==> src/rtl/gear_deploy_ctrl_if.sv <==
// Signal bundle between the landing-gear controller and its environment.
// The controller takes the slave side; the pilot, sensors and servo take the master side.
interface gear_deploy_ctrl_if;
  logic        gear_cmd_i;
  logic        alt_valid_i;
  logic [15:0] alt_data_i;
  logic        weight_on_wheels_i;
  logic        lock_down_i;
  logic        lock_up_i;
  logic        angle_sel_o;
  logic [2:0]  gear_state_o;
  logic        fault_o;
  logic        warn_low_alt_o;

  modport master (
    output gear_cmd_i, alt_valid_i, alt_data_i, weight_on_wheels_i, lock_down_i, lock_up_i,
    input  angle_sel_o, gear_state_o, fault_o, warn_low_alt_o
  );

  modport slave (
    input  gear_cmd_i, alt_valid_i, alt_data_i, weight_on_wheels_i, lock_down_i, lock_up_i,
    output angle_sel_o, gear_state_o, fault_o, warn_low_alt_o
  );
endinterface

==> src/rtl/gear_deploy_ctrl.sv <==
// Landing-gear deploy/retract sequencer with a debounced lever, low-altitude auto-deploy,
// travel timeout and a sticky fail-safe fault state.
module gear_deploy_ctrl #(
  parameter int          DEBOUNCE_CYCLES = 500_000,
  parameter int          TRAVEL_CYCLES   = 100_000_000,
  parameter logic [15:0] ALT_THRESH      = 16'd1000,
  parameter logic [15:0] ALT_HYST        = 16'd100
) (
  input logic               clk,
  input logic               rst,
  gear_deploy_ctrl_if.slave bus
);

  typedef enum logic [2:0] {
    UP         = 3'd0,
    DEPLOYING  = 3'd1,
    DOWN       = 3'd2,
    RETRACTING = 3'd3,
    FAULT      = 3'd4
  } gearState_e;

  localparam int DB_W = $clog2(DEBOUNCE_CYCLES + 1);
  localparam int TR_W = $clog2(TRAVEL_CYCLES + 1);
  localparam logic [DB_W-1:0] DB_LAST     = DB_W'(DEBOUNCE_CYCLES - 1);
  localparam logic [TR_W-1:0] TRAVEL_LAST = TR_W'(TRAVEL_CYCLES - 1);
  localparam logic [16:0]     ALT_CLEAR   = {1'b0, ALT_THRESH} + {1'b0, ALT_HYST};

  logic [3:0]      syncMeta_q, syncOut_q;
  logic            cmdSync, wowSync, lockDownSync, lockUpSync;
  logic [DB_W-1:0] dbCnt_q, dbCnt_d;
  logic            cmdDb_q, cmdDb_d;
  logic            altLow_q, altLow_d;
  logic            warn_q, warn_d;
  logic [TR_W-1:0] travelCnt_q, travelCnt_d;
  gearState_e      state_q, state_d;
  logic            angleSel_q, angleSel_d;
  logic            fault_q, fault_d;
  logic            deployReq, retractOk, travelExpired;

  assign {cmdSync, wowSync, lockDownSync, lockUpSync} = syncOut_q;
  assign deployReq     = cmdDb_q | altLow_q;
  assign retractOk     = ~cmdDb_q & ~altLow_q & ~wowSync;
  assign travelExpired = (travelCnt_q == TRAVEL_LAST);

  always_comb begin
    dbCnt_d  = '0;
    cmdDb_d  = cmdDb_q;
    altLow_d = altLow_q;
    warn_d   = altLow_q & ~cmdDb_q;
    if (cmdSync != cmdDb_q) begin
      if (dbCnt_q == DB_LAST) begin
        cmdDb_d = cmdSync;
      end else begin
        dbCnt_d = dbCnt_q + DB_W'(1);
      end
    end
    // Hysteresis band: samples inside [THRESH, THRESH+HYST) leave alt_low untouched.
    if (bus.alt_valid_i) begin
      if (bus.alt_data_i < ALT_THRESH) begin
        altLow_d = 1'b1;
      end else if ({1'b0, bus.alt_data_i} >= ALT_CLEAR) begin
        altLow_d = 1'b0;
      end
    end
  end

  always_ff @(posedge clk) begin
    if (rst) begin
      syncMeta_q  <= '0;
      syncOut_q   <= '0;
      dbCnt_q     <= '0;
      cmdDb_q     <= 1'b1;
      altLow_q    <= 1'b0;
      warn_q      <= 1'b0;
      travelCnt_q <= '0;
      state_q     <= DEPLOYING;
      angleSel_q  <= 1'b1;
      fault_q     <= 1'b0;
    end else begin
      syncMeta_q  <= {bus.gear_cmd_i, bus.weight_on_wheels_i, bus.lock_down_i, bus.lock_up_i};
      syncOut_q   <= syncMeta_q;
      dbCnt_q     <= dbCnt_d;
      cmdDb_q     <= cmdDb_d;
      altLow_q    <= altLow_d;
      warn_q      <= warn_d;
      travelCnt_q <= travelCnt_d;
      state_q     <= state_d;
      angleSel_q  <= angleSel_d;
      fault_q     <= fault_d;
    end
  end

  // A reached lock is tested before the timeout so that a coincident lock wins.
  always_comb begin
    state_d = state_q;
    unique case (state_q)
      UP: begin
        if (deployReq) state_d = DEPLOYING;
      end
      DEPLOYING: begin
        if (lockDownSync)       state_d = DOWN;
        else if (travelExpired) state_d = FAULT;
      end
      DOWN: begin
        if (!lockDownSync)  state_d = DEPLOYING;
        else if (retractOk) state_d = RETRACTING;
      end
      RETRACTING: begin
        if (lockUpSync)         state_d = UP;
        else if (deployReq)     state_d = DEPLOYING;
        else if (travelExpired) state_d = FAULT;
      end
      FAULT:   state_d = FAULT;
      default: state_d = FAULT;
    endcase
    if (lockUpSync && lockDownSync) state_d = FAULT;
  end

  // Outputs are decoded from the next state so they register alongside gear_state.
  always_comb begin
    angleSel_d = (state_d == DEPLOYING) || (state_d == DOWN) || (state_d == FAULT);
    fault_d    = (state_d == FAULT);
    if (state_d != state_q) begin
      travelCnt_d = '0;
    end else if ((state_q == DEPLOYING) || (state_q == RETRACTING)) begin
      travelCnt_d = travelCnt_q + TR_W'(1);
    end else begin
      travelCnt_d = '0;
    end
  end

  assign bus.angle_sel_o    = angleSel_q;
  assign bus.gear_state_o   = state_q;
  assign bus.fault_o        = fault_q;
  assign bus.warn_low_alt_o = warn_q;

endmodule

==> src/flat_wrapper.sv <==
// flat-port wrapper written by rule: the top's interface ports become plain ports
module gear_deploy_ctrl_flat 
#(
  parameter int          DEBOUNCE_CYCLES = 500_000,
  parameter int          TRAVEL_CYCLES   = 100_000_000,
  parameter logic [15:0] ALT_THRESH      = 16'd1000,
  parameter logic [15:0] ALT_HYST        = 16'd100
)
  (clk, rst, bus_gear_cmd_i, bus_alt_valid_i, bus_alt_data_i, bus_weight_on_wheels_i, bus_lock_down_i, bus_lock_up_i, bus_angle_sel_o, bus_gear_state_o, bus_fault_o, bus_warn_low_alt_o);
  gear_deploy_ctrl_if bus_i ();
  input logic clk;
  input logic rst;
  input wire logic [$bits(bus_i.gear_cmd_i)-1:0] bus_gear_cmd_i;
  input wire logic [$bits(bus_i.alt_valid_i)-1:0] bus_alt_valid_i;
  input wire logic [$bits(bus_i.alt_data_i)-1:0] bus_alt_data_i;
  input wire logic [$bits(bus_i.weight_on_wheels_i)-1:0] bus_weight_on_wheels_i;
  input wire logic [$bits(bus_i.lock_down_i)-1:0] bus_lock_down_i;
  input wire logic [$bits(bus_i.lock_up_i)-1:0] bus_lock_up_i;
  output wire logic [$bits(bus_i.angle_sel_o)-1:0] bus_angle_sel_o;
  output wire logic [$bits(bus_i.gear_state_o)-1:0] bus_gear_state_o;
  output wire logic [$bits(bus_i.fault_o)-1:0] bus_fault_o;
  output wire logic [$bits(bus_i.warn_low_alt_o)-1:0] bus_warn_low_alt_o;
  assign bus_i.gear_cmd_i = bus_gear_cmd_i;
  assign bus_i.alt_valid_i = bus_alt_valid_i;
  assign bus_i.alt_data_i = bus_alt_data_i;
  assign bus_i.weight_on_wheels_i = bus_weight_on_wheels_i;
  assign bus_i.lock_down_i = bus_lock_down_i;
  assign bus_i.lock_up_i = bus_lock_up_i;
  assign bus_angle_sel_o = bus_i.angle_sel_o;
  assign bus_gear_state_o = bus_i.gear_state_o;
  assign bus_fault_o = bus_i.fault_o;
  assign bus_warn_low_alt_o = bus_i.warn_low_alt_o;
  gear_deploy_ctrl #(.DEBOUNCE_CYCLES(DEBOUNCE_CYCLES), .TRAVEL_CYCLES(TRAVEL_CYCLES), .ALT_THRESH(ALT_THRESH), .ALT_HYST(ALT_HYST)) u_core (.clk(clk), .rst(rst), .bus(bus_i));
endmodule
==> config.mk <==
export PLATFORM = sky130hd
export DESIGN_NAME = gear_deploy_ctrl_flat
export DESIGN_NICKNAME = d
export VERILOG_FILES = /design/src/rtl/gear_deploy_ctrl_if.sv /design/src/rtl/gear_deploy_ctrl.sv /design/src/flat_wrapper.sv
export SDC_FILE = /design/constraint.sdc
export NUM_CORES = 1
export LEC_CHECK = 0
export ABC_AREA = 1
export BUFFER_PORTS_ARGS = -buffer_cell sky130_fd_sc_hd__buf_2
export CAP_MARGIN = 20
export CORE_MARGIN = 8
export CORE_UTILIZATION = 25
export CTS_CLUSTER_SIZE = 20
export DETAILED_ROUTE_END_ITERATION = 10
export PLACE_DENSITY = 0.44
export SKIP_LAST_GASP = 1
export SYNTH_ARGS = -nofsm -noshare
export SYNTH_HDL_FRONTEND = slang
export SYNTH_SLANG_ARGS = --single-unit
==> constraint.sdc <==
create_clock -name clk -period 4 [get_ports clk]
set_input_delay 0.4 -clock clk [delete_from_list [all_inputs] [get_ports clk]]
set_output_delay 0.4 -clock clk [all_outputs]
set_load 0.05 [all_outputs]
# [Yosys cells after proc, flatten, opt, wreduce, memory -nomap -nowiden]
# Cells that the tools add are included.
[totals] ff_bits=62 latch_bits=0 ram_bits=0 romBits=0 input_bits=23 mem_count=0
[classes] n_addsub=2 mul=0 div=0 order_cmp=2 eq_ne=10 shifts=0 n_mux=11 bitwise_logic=9 n_reduce_logical=10
[ops] operator="$add A27 B1 Y27 const B" n=1
[ops] operator="$eq A27 B27 Y1 const B" n=1
[ops] operator="$mux W3" n=8
[ops] operator="$add A19 B1 Y19 const B" n=1
[ops] operator="$eq A19 B19 Y1 const B" n=1
[ops] operator="$ge A16 B11 Y1 const B" n=1
[ops] operator="$lt A16 B10 Y1 const B" n=1
[ops] operator="$pmux W3 S4" n=1
[ops] operator="$eq A3 B2 Y1 const B" n=3
[ops] operator="$eq A3 B1 Y1 const B" n=2
[ops] operator="$reduce_or A3 Y1" n=2
[ops] operator="$not A1 Y1" n=5
[ops] operator="$reduce_and A2 Y1" n=2
[ops] operator="$and A1 B1 Y1" n=3
[ops] operator="$eq A3 B3 Y1 const B" n=1
[ops] operator="$logic_not A3 Y1" n=1
[ops] operator="$logic_or A1 B1 Y1" n=3
[ops] operator="$ne A3 B3 Y1" n=1
[ops] operator="$mux W1" n=2
[ops] operator="$reduce_bool A2 Y1" n=1
[ops] operator="$logic_and A1 B1 Y1" n=1
[ops] operator="$ne A1 B1 Y1" n=1
[ops] operator="$or A1 B1 Y1" n=1

# [Longest topological paths before layout]
# Gate-level depths: netlist of the first run.
[depth] depth_word=10 mapped_depth=13 ltp_nobuf=12

# [Least setup slack after synthesis of the first run]
# OpenSTA, ideal clock, no wires.
[synth_path] kind="reg2reg" from="register u_core.state_q[1] (netlist: u_core.bus.gear_state_o[1])" to="register u_core.travelCnt_q[17]" setup_time_ns=0.064 arrival_time_ns=1.751 required_time_ns=3.936 setup_slack_ns=2.185 path_stages_with_launch=12 n_path_buf=1 synth_period_minus_slack_ns=1.815 path_cell_list="dfxtp_1 > inv_1 > nor3_1 > nand2_1 > nand2_1 > inv_1 > nand2_1 > nand2_1 > nor2_2 > nand2_4 > buf_6 > nor2_1"
[synth_between] elab_chain_len=7 word_cells_on_any_way=17
[synth_rtl] item="start, declared" line_no="gear_deploy_ctrl.sv:35" rtl="gearState_e state_q, state_d;"
[synth_rtl] item="start signal, assigned" line_no="gear_deploy_ctrl.sv:87" rtl="state_q <= state_d;"
[synth_rtl] item="$mux W3" line_no="gear_deploy_ctrl.sv:102, gear_deploy_ctrl.sv:111"
[synth_rtl] item="$mux W3" line_no="gear_deploy_ctrl.sv:110" rtl="else if (deployReq) state_d = DEPLOYING;"
[synth_rtl] item="$mux W3" line_no="gear_deploy_ctrl.sv:109" rtl="if (lockUpSync) state_d = UP;"
[synth_rtl] item="$pmux W3 S4" line_no="gear_deploy_ctrl.sv:96" rtl="unique case (state_q)"
[synth_rtl] item="$mux W3" line_no="gear_deploy_ctrl.sv:116" rtl="if (lockUpSync && lockDownSync) state_d = FAULT;"
[synth_rtl] item="$ne A3 B3 Y1" line_no="gear_deploy_ctrl.sv:123" rtl="if (state_d != state_q) begin"
[synth_rtl] item="$reduce_or A3 Y1 (no source line) (*)"
[synth_rtl] item="end signal, assigned" line_no="gear_deploy_ctrl.sv:86" rtl="travelCnt_q <= travelCnt_d;"
[synth_rtl] item="end, declared" line_no="gear_deploy_ctrl.sv:34" rtl="logic [TR_W-1:0] travelCnt_q, travelCnt_d;"
# Every way passes the cells marked *; elsewhere a longest branch is shown, timed or not.
# A chain may end at the register's enable or synchronous reset.

# [Final worst setup path of the first run]
[layout_path] from="register u_core.travelCnt_q[0]" to="register u_core.travelCnt_q[5]"
[layout_between] elab_chain_len=8 word_cells_on_any_way=10
[layout_rtl] item="$eq A27 B27 Y1" line_no="gear_deploy_ctrl.sv:43" rtl="assign travelExpired = (travelCnt_q == TRAVEL_LAST);"
[layout_rtl] item="$mux W3" line_no="gear_deploy_ctrl.sv:102, gear_deploy_ctrl.sv:111"
[layout_rtl] item="$mux W3" line_no="gear_deploy_ctrl.sv:110"
[layout_rtl] item="$mux W3" line_no="gear_deploy_ctrl.sv:109"
[layout_rtl] item="$pmux W3 S4" line_no="gear_deploy_ctrl.sv:96"
[layout_rtl] item="$mux W3" line_no="gear_deploy_ctrl.sv:116"
[layout_rtl] item="$ne A3 B3 Y1" line_no="gear_deploy_ctrl.sv:123"
[layout_rtl] item="$reduce_or A3 Y1 (no source line)"
# Several ways; a longest one is shown, not always the timed one.

==> results of run 1 <==
per-stage QoR:
stage / util (%) / std cells / setup slack, ps / hold slack (ps) / total power (W)
2_1_floorplan: - / 436 / 2180 / 388 / 0.000719
3_3_place_gp: 27.9 / 604 / 2020 / 396 / 0.000734
3_5_place_dp: 27.9 / 604 / 2000 / 398 / 0.000736
4_1_cts: 30.1 / 620 / 1970 / 268 / 0.00145
5_1_grt: 30.1 / 620 / 1840 / 282 / 0.00148
6_report: 30.1 / 620 / 2030 / 274 / 0.00142
where the power goes:
group          internal (W)  switching [W]  total (W)
clock network      0.000430       0.000268   0.000698
registers          0.000631     0.00000880   0.000639
logic             0.0000260      0.0000547  0.0000807
worst paths after layout:
kind,from,endpoint,slack (ps)
worst min-delay path,bus_lock_up_i,u_core.syncMeta_q[0],270
worst max-delay path,u_core.travelCnt_q[0],u_core.travelCnt_q[5],2030
worst max register to register,u_core.travelCnt_q[0],u_core.travelCnt_q[5],2030
worst min register to register,u_core.syncMeta_q[1],u_core.syncOut_q[1],400
metal layers:
metal	track usage (%)	up-vias	share of wire, %
met5	0	-	0
met1	10.4	1112	51
met4	4.62	0	1.8
met2	12.4	38	44
met3	2.20	8	3.7
li1	-	1410	-
final cells by class:
cell class | instances | area [um^2]
sequential | 62 | 1240
clock inverter | 5 | 25.0
clock buffer | 11 | 243
inverter | 76 | 285
multi-input combinational | 293 | 1510
fill | 1305 | 8390
timing repair buffer | 26 | 130
tap | 147 | 184
cell usage in the layout (no fill, tap or decap):
| master | instances |
|---|---|
| a21oi_1 | 6 |
| a31oi_1 | 2 |
| and3_1 | 1 |
| buf_2 | 26 |
| clkbuf_1 | 1 |
| clkbuf_16 | 9 |
| clkbuf_8 | 1 |
| clkinv_2 | 5 |
| dfxtp_1 | 62 |
| ha_1 | 2 |
| inv_1 | 76 |
| nand2_1 | 77 |
| nand2_2 | 7 |
| nand2_4 | 1 |
| nand3_1 | 27 |
| nand3_2 | 2 |
| nand3b_1 | 2 |
| nand4_1 | 9 |
| nor2_1 | 76 |
| nor2_2 | 16 |
| nor2_4 | 3 |
| nor3_1 | 17 |
| nor3b_1 | 4 |
| nor4_1 | 6 |
| o2111ai_1 | 1 |
| o211ai_1 | 1 |
| o21ai_0 | 1 |
| o21ai_1 | 1 |
| or2_2 | 1 |
| xnor2_1 | 10 |
| xor2_1 | 20 |
flip-flops by register name, indices dropped and copies added, names as in the netlist:
signal                     flops
u_core.bus.gear_state_o        3
u_core.syncOut_q               4
u_core.bus.warn_low_alt_o      1
u_core.dbCnt_q                19
u_core.altLow_q                1
u_core.travelCnt_q            27
u_core.cmdDb_q                 1
u_core.syncMeta_q              4
u_core.bus.fault_o             1
u_core.bus.angle_sel_o         1
critical path: cells and delay by family, from the launching register on:
family / cells / cell delay (ps)
AND/OR/NAND/NOR: 11 / 1250
flip-flops: 1 / 370
adder cells (fa/ha/maj): 1 / 210
cells by family after synthesis:
family	after synthesis	share of synthesized area [%]
adders and majority gates	2	0.812
AOI/OAI and AO/OA	12	2.23
and+or+nand+nor	249	37.5
buffers and inverters	81	10.7
DFF	62	40.3
xor gates and xnor gates	30	8.52
==> results.toml, run 1 <==
[outcome]
status = "completed"

[yosys]
syn_nets = 461
async_flop_share_pct = 0
synth_area_per_cell_um2 = 7.07
synth_largest_area_cell = "dfxtp_1"
yosysTopAreaCellShare_pct = 40.3
ys_dominant_reg_cell = "dfxtp_1"
yosysMostFrequentCell = "nand2_1"
netlist_area_um2 = 3080
yosysSeqAreaShare_pct = 40.3
yosysWarnings = 0
synthCells = 436
synth_common_cells = "nand2_1 (77), inv_1 (76), nor2_1 (76)"
synth_cell_types = 30
ys_ff_latch = 62
synth_edf_count = 0
synthTopCellsByArea = "dfxtp_1 (40%), nand2_1 (9.4%), inv_1 (9.3%)"

[drt]
remaining_drc_errors = 0
drt_iter0_drc = 98
finalWirelength_mm = 6.24
vias_per_cell = 4.14
antenna_left = 0
wire_per_inst_um = 10.1
vias = 2568
first_pass_iters = 4

[worst_hold_path]
min_path_cells = 3
min_path_type = "in -> reg"

[cts]
root_buffer = "clkbuf_16"
post_cts_buffers = 0
h-tree-depth = 3
cts_inserted_buffers = 9
cts_resized = 0
cts_hold_buf = 0
clk_pin_slew_ps = 50
cts_tree = "built"
cts_sinks = 62
clkLatencyLatePin_ps = 320
clockBufferDepth = 2

[worst_setup_path]
end_kind = "register"
cpMostUsedCell = "nand2_2"
critPathRequiredTime_ps = 4190
arrival_ps = 2170
critical_path.max_fanout = 27
crit_chain = "ha_1 -> nand2_2 -> nor2_4 -> nand2_2 -> nor2_1 -> nand2_1 -> nand3_1 -> nand3_2 -> nand2_2 -> nand2_2 -> nand2_4 -> nor2_1"
max_stage_delay_ps = 370
critical-path-slowest-cell = "dfxtp_1"
crit_path_start_kind = "register"
worst-setup-path-type = "reg -> reg"
reg2reg_depth = 12

[grt]
grt_use_total_pct = 8.21
globalRouteOverflowTotal = 0
grt_pass1_vias = 2448
grt_max_degree = 28
antenna_found_initial = 0
grt_pass1_wl_mm = 10.9

[timing]
slew_headroom_pct = 60.2
drv_slew = 0
final.period_utilization_pct = 49.4
tightest_slew_ps = 595
period_minus_slack_ps = 1970
finalSetupTns_ps = 0
rsz0062_at_grt = "no"
max_freq_ghz = 0.507
hold_viol_final = 0
setup_violations = 0
skew_ps = 8.07

[final_layout]
area_growth_pct = 17.4
drive_above_1_share_pct = 15.0
final_cell_area_um2 = 3620
antenna_cells = 0
nNetsFinal = 493

[die]
die_area_um2 = 16100
core-area_um2 = 12000
dieHeight_um = 127
die_width_um = 127
rows = 40
start_util_pct = 25.7
io_pins = 29

[power_and_ir_drop]
ir_drop_uv = 197
p_leak_nw = 1.45
power_density_nw_per_um2 = 392

[placement]
place.gp.congestion = 0.795
hpwl_mm = 4.70
placed_cell_area_um2 = 3350
port_buffers = 26

[job]
drv_cap = 0
Power figures use the tool's default switching activity.
==> inputs of run 2 (changes only) <==
ABC_AREA = 0   (was 1)
PLACE_DENSITY = 0.46   (was 0.44)
clock period = 1.7 ns   (was 4 ns; I/O delays follow)
==> results.toml, run 2 <==
[outcome]
status = "complete, but fails checks"
violations = "negative setup slack"

[die]
die_area_um2 = 14500
core-area_um2 = 10700
start_util_pct = 25.4
rows = 38
die_width_um = 120
dieHeight_um = 120
io_pins = 29

[timing]
setup_slack_ps = -86.3
skew_ps = 7.93
hold_viol_final = 0
period_minus_slack_ps = 1790
setup_violations = 28
max_freq_ghz = 0.560
drv_slew = 0
slew_headroom_pct = 76.2
rsz0062_at_grt = "yes"
tightest_slew_ps = 348
final.period_utilization_pct = 105

[drt]
vias = 2190
remaining_drc_errors = 0
first_pass_iters = 4
drt_iter0_drc = 95
finalWirelength_mm = 5.31
antenna_left = 0
vias_per_cell = 4.25
wire_per_inst_um = 10.3

[cts]
root_buffer = "clkbuf_8"
cts_hold_buf = 0
cts_sinks = 62
cts_tree = "built"
cts_inserted_buffers = 9
clk_pin_slew_ps = 70
clockBufferDepth = 2
h-tree-depth = 3
clkLatencyLatePin_ps = 330
post_cts_buffers = 0

[placement]
port_buffers = 26
place.gp.congestion = 0.811
dpl_worst_slack_ps = -157
hpwl_mm = 3.81

[power_and_ir_drop]
p_leak_nw = 1.38
ir_drop_uv = 535
power_density_nw_per_um2 = 874

[worst_setup_path]
critical_path.max_fanout = 17
r2r_slack_ps = -90
reg2reg_depth = 8
crit_chain = "nor4_2 -> nand4_1 -> nor4b_4 -> buf_6 -> o211ai_4 -> nand4_4 -> buf_12 -> nor2_1"
end_kind = "register"
r2r-end = "u_core.travelCnt_q[8]"
critical-path-slowest-cell = "nor4b_4"
reg2reg_from = "u_core.travelCnt_q[11]"
worstSetupEndpoint = "u_core.travelCnt_q[8]"
worst-setup-path-type = "reg -> reg"
cp-startpoint = "u_core.travelCnt_q[11]"
critPathRequiredTime_ps = 1920
max_stage_delay_ps = 330
arrival_ps = 2010
crit_path_start_kind = "register"

[grt]
grt_max_degree = 20
grt_pass1_wl_mm = 9.24
grt_use_total_pct = 7.73
globalRouteOverflowTotal = 0
antenna_found_initial = 0
grt_pass1_vias = 2162

[yosys]
yosysSeqAreaShare_pct = 45.5
synth_edf_count = 0
ys_dominant_reg_cell = "dfxtp_1"
synthCells = 295
netlist_area_um2 = 2730
syn_nets = 320
synth_area_per_cell_um2 = 9.24
yosysMostFrequentCell = "dfxtp_1"
ys_ff_latch = 62
yosysWarnings = 0
synth_largest_area_cell = "dfxtp_1"
synth_cell_types = 46
synthTopCellsByArea = "dfxtp_1 (46%), xor2_1 (8.0%), nor2_1 (7.7%)"
yosysTopAreaCellShare_pct = 45.5
synth_common_cells = "dfxtp_1 (62), nor2_1 (56), xor2_1 (25)"
async_flop_share_pct = 0

[final_layout]
antenna_cells = 0
reg_top3 = "u_core.travelCnt_q (27), u_core.dbCnt_q (19)"
nNetsFinal = 395
drive_above_1_share_pct = 33.3
area_growth_pct = 34.3
final_common_cell = "nor2_1"
regMostFlops = "u_core.travelCnt_q"
largest_reg_flops = 27
layout_common_cells = "nor2_1 (55), dfxtp_1 (54), buf_4 (41)"
fin_util_pct = 34.1

[job]
drv_cap = 0

[worst_hold_path]
hold_start = "bus_alt_valid_i"
min_path_type = "in -> reg"
## run 2: worst max-delay path: cells and delay by family, from the launching register on
family / cells / cell delay (ps)
AO/OA/AOI/OAI: 1 / 100
flip-flops: 1 / 320
buffers and inverters: 2 / 330
AND/OR/NAND/NOR: 5 / 920
## run 2: area by class of cell
type	count	area [um^2]
Timing Repair Buffer	71	509
Sequential cell	62	1250
Fill cell	1158	7090
Clock buffer	10	138
Inverter	5	18.8
Clock inverter	6	85.1
Multi-Input combinational cell	221	1480
Tap cell	140	175
## run 2: stage by stage
step / TNS (ps) / hold WS [ps] / power, W / instance area (um^2) / instances
after floorplan: -1170 / 232 / 0.00170 / 2770 / 295
after global placement: -3660 / 381 / 0.00179 / 3370 / 499
after detailed placement: -4010 / 378 / 0.00180 / 3370 / 499
after CTS: -3390 / 11.7 / 0.00326 / 3610 / 515
after global routing: -4880 / 13.4 / 0.00335 / 3660 / 515
final: -1990 / 33.1 / 0.00320 / 3660 / 515
## run 2: cells by family after synthesis
| family | count (synthesis) | share of synthesized area [%] |
|---|---|---|
| buffers and inverters | 12 | 3.67 |
| DFF | 62 | 45.5 |
| adders and majority gates | 2 | 0.918 |
| AOI/OAI and AO/OA | 20 | 5.33 |
| and+or+nand+nor | 154 | 30.1 |
| xor gates and xnor gates | 45 | 14.5 |
## run 2: what timing repair did
action,4_1_cts,5_1_grt
pin swaps,3,4
gates resized for setup,2,13
setup endpoints to repair,29,49
## run 2: worst min path at each step
| stage | end | cells after the start |
|---|---|---|
| after global routing | u_core.altLow_q | 2 |
| after CTS | u_core.altLow_q | 2 |
| after global placement | u_core.altLow_q | 2 |
| after floorplan | u_core.bus.gear_state_o[1] | 1 |
| after detailed placement | u_core.altLow_q | 2 |
| final | u_core.altLow_q | 2 |
## run 2: power by group
part | internal (W) | switching (W) | total [W]
Combinational | 0.000124 | 0.000137 | 0.000262
Sequential | 0.00148 | 0.0000227 | 0.00150
Clock | 0.000860 | 0.000572 | 0.00143
Total | 0.00247 | 0.000732 | 0.00320
## run 2: per-layer routing
metal	wire length [um]	part of all wire, %	GRT usage (%)	vias up
met2	2380	45	12.0	41
met5	0	0	0	-
met1	2640	50	9.27	1003
met3	177	3.3	1.77	7
met4	114	2.1	5.62	0
li1	-	-	-	1139
==> inputs of run 3 (changes only) <==
MAX_ROUTING_LAYER = met4   (was default)
==> results.toml, run 3 (synthesized netlist as in run 2, its figures left out) <==
[placement]
port_buffers = 26
hpwl_mm = 3.81
place.gp.congestion = 0.823
placed_cells = 499

[power_and_ir_drop]
seqPwrFrac_pct = 47.0
p_sw_w = 0.000733
p_clk_share_pct = 44.8
total_power_w = 0.00320
p_int_w = 0.00247
ir_drop_uv = 536
netSwitchingFraction_pct = 22.9
combPwrFrac_pct = 8.2
power_density_nw_per_um2 = 874
p_leak_nw = 1.38

[cts]
cts_hold_buf = 0
clk_pin_slew_ps = 70
root_buffer = "clkbuf_8"
clkLatencyLatePin_ps = 330
cts_inserted_buffers = 9
clockBufferDepth = 2
h-tree-depth = 3
cts_tree = "built"
post_cts_buffers = 0
cts_sinks = 62

[job]
drv_cap = 0

[die]
dieHeight_um = 120
die_area_um2 = 14500
rows = 38
io_pins = 29
die_width_um = 120
start_util_pct = 25.4
core-area_um2 = 10700

[final_layout]
fin_util_pct = 34.1
largest_reg_flops = 27
drive_above_1_share_pct = 33.3
area_growth_pct = 34.3
layout_common_cells = "nor2_1 (55), dfxtp_1 (54), buf_4 (41)"
final_common_cell = "nor2_1"
reg_top3 = "u_core.travelCnt_q (27), u_core.dbCnt_q (19)"
nNetsFinal = 395
stdcell_count = 515
antenna_cells = 0
regMostFlops = "u_core.travelCnt_q"

[grt]
grt_use_total_pct = 7.96
grt_pass1_vias = 2161
globalRouteOverflowTotal = 0
grt_max_degree = 20
antenna_found_initial = 0
grt_pass1_wl_mm = 9.25

[drt]
first_pass_iters = 4
vias_per_cell = 4.22
vias = 2171
remaining_drc_errors = 0
wire_per_inst_um = 10.2
finalWirelength_mm = 5.28
antenna_left = 0
drt_iter0_drc = 89

[timing]
rsz0062_at_grt = "yes"
period_minus_slack_ps = 1790
tightest_slew_ps = 348
hold_viol_final = 0
setup_slack_ps = -86.5
slew_headroom_pct = 76.2
drv_slew = 0
setup_violations = 28
final.period_utilization_pct = 105
holdWs_ps = 32.8
skew_ps = 7.90
max_freq_ghz = 0.560

[worst_setup_path]
end_kind = "register"
crit_path_start_kind = "register"
critPathRequiredTime_ps = 1920
r2r-end = "u_core.travelCnt_q[8]"
reg2reg_depth = 8
worst-setup-path-type = "reg -> reg"
worstSetupEndpoint = "u_core.travelCnt_q[8]"
critical_path.max_fanout = 17
r2r_slack_ps = -90
arrival_ps = 2010
cp-startpoint = "u_core.travelCnt_q[11]"
reg2reg_from = "u_core.travelCnt_q[11]"

[worst_hold_path]
hold_start = "bus_alt_valid_i"
min_path_type = "in -> reg"

[outcome]
status = "complete, but fails checks"
violations = "negative setup slack"
run 3: how the worst min path moves through the flow:
| stage | endpoint | cells after the start |
|---|---|---|
| after global routing | u_core.altLow_q | 2 |
| final | u_core.altLow_q | 2 |
| after global placement | u_core.altLow_q | 2 |
| after detailed placement | u_core.altLow_q | 2 |
| after CTS | u_core.altLow_q | 2 |
| after floorplan | u_core.bus.gear_state_o[1] | 1 |
run 3: area by class of cell:
| cell class | count | area (um^2) |
|---|---|---|
| multi-input cells | 221 | 1480 |
| clock inverters | 6 | 85.1 |
| flip-flops and latches | 62 | 1250 |
| clock buffers | 10 | 138 |
| inverters | 5 | 18.8 |
| repair buffers | 71 | 509 |
| well taps | 140 | 175 |
| fillers | 1158 | 7090 |
run 3: worst max-delay path, cell delays in order (launching register included):
cell      delay (ps)
dfxtp_2          320
nor4_2           260
nand4_1          160
nor4b_4          330
buf_6            170
o211ai_4         100
nand4_4          120
buf_12           160
nor2_1            50
run 3: power by group through the flow:
stage | Sequential, W | Clock, W | Combinational [W]
6_report | 0.00150 | 0.00143 | 0.000262
3_3_place_gp | 0.00154 | 0 | 0.000256
4_1_cts | 0.00150 | 0.00149 | 0.000264
2_1_floorplan | 0.00156 | 0 | 0.000140
3_5_place_dp | 0.00154 | 0 | 0.000258
5_1_grt | 0.00151 | 0.00155 | 0.000287
run 3: metrics by stage:
stage	setup slack [ps]	setup TNS (ps)	instance area (um^2)
floorplan	-60.9	-1170	2770
finish	-86.5	-1990	3660
global placement	-144	-3660	3370
global route	-196	-4880	3660
CTS	-135	-3390	3610
detailed placement	-157	-4010	3370
run 3: timing repair:
item                       CTS  global route
gates cloned                 0             0
gates resized for setup      2            13
pin swaps                    3             4
setup endpoints to repair   29            49
run 3: layer usage:
metal | global-route usage (%) | share of wire, %
met1 | 9.38 | 50
met2 | 12.0 | 44
met3 | 1.59 | 2.9
met4 | 5.62 | 2.3
met5 | - | 0
